===== src/rtl/pe.sv =====
// Weight-stationary multiply-accumulate processing element.
// Each accepted operand computes psum_in + iact_in * weight and forwards the
// activation and the new partial sum, registered, to the neighbouring PEs.
// Optional build macro: PE_SATURATE_EN. When it is defined, out-of-range
// results clamp to the PSUM_W limits. When it is undefined, results wrap.
module pe #(
  parameter int DATA_W = 16,
  parameter int PSUM_W = 16
) (
  input  logic              clk,
  input  logic              rst,
  input  logic              en,
  input  logic              weight_load,
  input  logic [DATA_W-1:0] weight,
  input  logic [DATA_W-1:0] iact_in,
  input  logic [PSUM_W-1:0] psum_in,
  input  logic              valid_in,
  output logic [DATA_W-1:0] iact_out,
  output logic [PSUM_W-1:0] psum_out,
  output logic              valid_out,
  output logic              ovf
);

  localparam int PROD_W  = 2 * DATA_W;
  localparam int EXACT_W = ((PSUM_W > PROD_W) ? PSUM_W : PROD_W) + 1;
  localparam int TOP_W   = EXACT_W - PSUM_W + 1;

  logic [DATA_W-1:0]         weight_q;
  logic signed [DATA_W-1:0]  w_eff;
  logic signed [PROD_W-1:0]  product;
  logic signed [EXACT_W-1:0] exact;
  logic [TOP_W-1:0]          top_bits;
  logic                      out_of_range;
  logic                      accept;
  logic [PSUM_W-1:0]         result;
`ifdef PE_SATURATE_EN
  logic                      pos_ovf;
  logic                      neg_ovf;
`endif

  // A weight presented together with weight_load is used in the same cycle.
  always_comb begin
    w_eff = weight_load ? weight : weight_q;
  end

  // Full-precision product and sum, wide enough that neither can wrap.
  // The result fits PSUM_W only when every bit from the PSUM_W sign bit up is identical.
  always_comb begin
    product      = PROD_W'($signed(iact_in)) * PROD_W'(w_eff);
    exact        = EXACT_W'(product) + EXACT_W'($signed(psum_in));
    top_bits     = exact[EXACT_W-1:PSUM_W-1];
    out_of_range = !((&top_bits) || !(|top_bits));
    accept       = en && valid_in;
  end

`ifdef PE_SATURATE_EN
  // Clamp out-of-range sums to the nearest representable limit.
  always_comb begin
    pos_ovf = out_of_range && !exact[EXACT_W-1];
    neg_ovf = out_of_range &&  exact[EXACT_W-1];
    if (pos_ovf) begin
      result = {1'b0, {(PSUM_W-1){1'b1}}};
    end else if (neg_ovf) begin
      result = {1'b1, {(PSUM_W-1){1'b0}}};
    end else begin
      result = exact[PSUM_W-1:0];
    end
  end
`else
  // Two's-complement wrap: keep only the low PSUM_W bits of the exact sum.
  always_comb begin
    result = exact[PSUM_W-1:0];
  end
`endif

  // The stored weight updates whenever it is loaded, independent of en and valid_in.
  always_ff @(posedge clk) begin
    if (rst) begin
      weight_q <= '0;
    end else if (weight_load) begin
      weight_q <= weight;
    end
  end

  // Forwarding pipeline. A stall holds everything, and a bubble clears only valid_out.
  always_ff @(posedge clk) begin
    if (rst) begin
      iact_out  <= '0;
      psum_out  <= '0;
      valid_out <= 1'b0;
    end else if (en) begin
      if (valid_in) begin
        iact_out  <= iact_in;
        psum_out  <= result;
        valid_out <= 1'b1;
      end else begin
        valid_out <= 1'b0;
      end
    end
  end

  // Sticky overflow flag, cleared only by reset.
  always_ff @(posedge clk) begin
    if (rst) begin
      ovf <= 1'b0;
    end else if (accept && out_of_range) begin
      ovf <= 1'b1;
    end
  end

endmodule


===== config.mk =====
export PLATFORM = sky130hd
export DESIGN_NAME = pe
export DESIGN_NICKNAME = d
export VERILOG_FILES = /design/src/rtl/pe.sv
export SDC_FILE = /design/constraint.sdc
export NUM_CORES = 1
export LEC_CHECK = 0
export ABC_AREA = 1
export CORE_MARGIN = 2
export CORE_UTILIZATION = 40
export CTS_BUF_LIST = sky130_fd_sc_hd__clkbuf_4 sky130_fd_sc_hd__clkbuf_8
export CTS_CLUSTER_SIZE = 40
export DETAILED_ROUTE_END_ITERATION = 10
export SYNTH_ARGS = -nofsm -noshare
export SYNTH_HDL_FRONTEND = slang
export SYNTH_SLANG_ARGS = --single-unit

===== constraint.sdc =====
create_clock -name clk -period 9.3 [get_ports clk]
set_input_delay 1.86 -clock clk [delete_from_list [all_inputs] [get_ports clk]]
set_output_delay 1.86 -clock clk [all_outputs]
set_load 0.05 [all_outputs]

==> flow_metrics.tcl <==
set metrics [dict create \
    dr.pass1.iters 7 \
    ant_nets 0 \
    post-cts-setup-buffers 0 \
    slew_headroom_pct 50.9 \
    hold_violations 0 \
    cp.required_ps 9540 \
    fill_cells 3207 \
    initial_utilization_pct 40.8 \
    wl_per_cell_microns 17.8 \
    worstSkewPairLatency_ps 350 \
    drv_slew 0 \
    drt_iter0_drc 617 \
    min_period_ps 8490 \
    coreArea_sq_um 31700 \
    rsz0062_at_grt "no" \
    top_usage_layer "met2" \
    drive_gt1_share_pct 5.99 \
    cp_max_fo 15 \
    syn_nets 2068 \
    cts_buffers 5 \
    die-area_sq_um 33800 \
    maxCapViolations 0 \
    yosys_warnings 0 \
    netlist-cell-type-count 34 \
    antenna_cells 0 \
    htree_levels 2 \
    synth_area_leaders "fa_1 44%, nand2_1 11%, inv_1 11%, ha_1 8.2%, dfxtp_1 7.7%" \
    yosys.cell_count.top_type "nand2_1" \
    use_met3_pct 3.05 \
    syn_area_per_cell_sq_um 7.87 \
    ys.flop_type "dfxtp_1" \
    die_y_microns 184 \
    synth_common_cells "385 x nand2_1, 363 x inv_1, 286 x fa_1" \
    drc 0 \
    fp.dieW_microns 184 \
    gp_congestion 0.935 \
    clk_path_buf_depth 2 \
    areaGrowthSynthToFinish_pct 11.5 \
    clock-sinks 50 \
    startpoint_type "input port" \
    clockRootBuffer "clkbuf_8" \
    synth_top_cell_by_area "fa_1" \
    synth_seq_area_share_pct 7.74 \
    setup_tns_ps 0 \
    yosysTopAreaCellShare_pct 44.3 \
    synth-edff-count 0 \
    ctsResizeCount 0 \
    cp-end-kind "flop" \
    antenna_found_initial 0 \
    io_buffers 86 \
    crit_type "in2reg" \
    clock_skew_ps 31.6 \
    rows 65 \
    hold-worst-slack_ps 468 \
    grt_overflow_total 0 \
    grt_pass1_wl_microns 61200 \
    wl_microns 37700 \
    cts_tree "built" \
    met1_usage_pct 33.9 \
    hp-class "reg2reg" \
    cp_data_arrival_time_ps 8730 \
    met2_usage_pct 37.8 \
    grtUsageTotal_pct 23.7 \
    timing.fmax_ghz 0.118 \
    via_per_inst 4.92 \
    synthArstFlopShare_pct 0 \
    ioPinCount 87 \
    synth_area_sq_um 12900 \
    setup_violations 0 \
    r2r_slack_ps 2890 \
    worstMarginPinSlew_ps 736 \
    nets 2143 \
    clk_pin_slew_ps 140 \
    grt_max_degree 50 \
    dpl.hpwl_microns 33700 \
    holdBufCountCts 0 \
    grt_pass1_vias 10977 \
    syn_inst 1644 \
    vias 10450 \
    status "finished clean" \
    fin_crit_sh_pct 91.3 \
    ys_ff_latch 50 \
]
-- layout make-up --
class / count / area, sq um / area share, %
Multi-Input combinational cell: 1185 / 10400 / 72.1
Inverter: 371 / 1390 / 9.66
Timing Repair Buffer: 106 / 1010 / 7.01
Sequential cell: 50 / 1000 / 6.94
Tap cell: 402 / 503 / 3.49
Clock buffer: 5 / 68.8 / 0.477
Clock inverter: 3 / 48.8 / 0.338
-- path summary, 6_finish.rpt --
path | startpoint | to | cells past startpoint
max | weight_load | ovf | 27
max reg2reg | weight_q[1] | ovf | 24
min reg2reg | valid_out | valid_out | 2
min | valid_out | valid_out | 2
-- metrics by stage --
stage               utilization (%)  cells  area [sq um]  worst slack (ps)
floorplan                         -   1644         12900              1580
CTS                            45.5   2122         14400               758
finish                         45.5   2122         14400               806
detailed placement             45.1   2114         14300               396
global placement               45.1   2114         14300               435
global route                   45.5   2122         14400               211
-- placed cells by master, fill, tap and decap left out, types with 13 or more instances in the layout --
master / n
a21oi_1: 38
buf_4: 20
clkdlybuf4s50_1: 86
dfxtp_1: 50
fa_1: 286
ha_1: 85
inv_1: 363
nand2_1: 385
nand2_2: 13
nand3_1: 31
nand4_1: 13
nor2_1: 208
o21ai_0: 37
or2_2: 27
xor2_1: 13
-- state kept, by name (all words and copies together), names as in the netlist --
register / flops
valid_out: 1
weight_q: 16
ovf: 1
iact_out: 16
psum_out: 16
-- kinds of logic (layout without fill, tap and decap cells) --
| group | after synthesis | in the layout | synth area share, % |
|---|---|---|---|
| buffers and inverters | 409 | 485 | 11.9 |
| muxes | 1 | 1 | 0.0774 |
| DFF | 50 | 50 | 7.74 |
| and+or+nand+nor | 717 | 717 | 23.5 |
| AOI/OAI and AO/OA | 78 | 78 | 3.09 |
| adders and majority gates | 371 | 371 | 52.5 |
| xor gates and xnor gates | 18 | 18 | 1.22 |
-- per-layer routing --
layer / vias up / part of all wire, %
li1: 4925 / -
met1: 5197 / 46
met2: 279 / 46
met3: 49 / 5.3
met4: 0 / 2.7
met5: - / 0
-- worst max-delay path: stages --
cell and delay, ps:
clkdlybuf4s50_1 520, inv_1 230, or2_2 340, o21ai_0 220, nor2_1 200, fa_1 670, fa_1 470, inv_1 340
fa_1 520, fa_1 560, fa_1 470, fa_1 500, inv_1 40, ha_1 400, nand2_1 140, nor2_1 260
and2_1 180, and2_1 120, nand2_1 90, nand2_1 90, nand2_1 60, nand2_2 60, nand2_1 60, nor3_2 140
nand2_1 80, nand3_2 70, a21oi_2 50
Power is not shown: default switching activity piles up to over one toggle a cycle in this logic, so the estimate is an artifact.
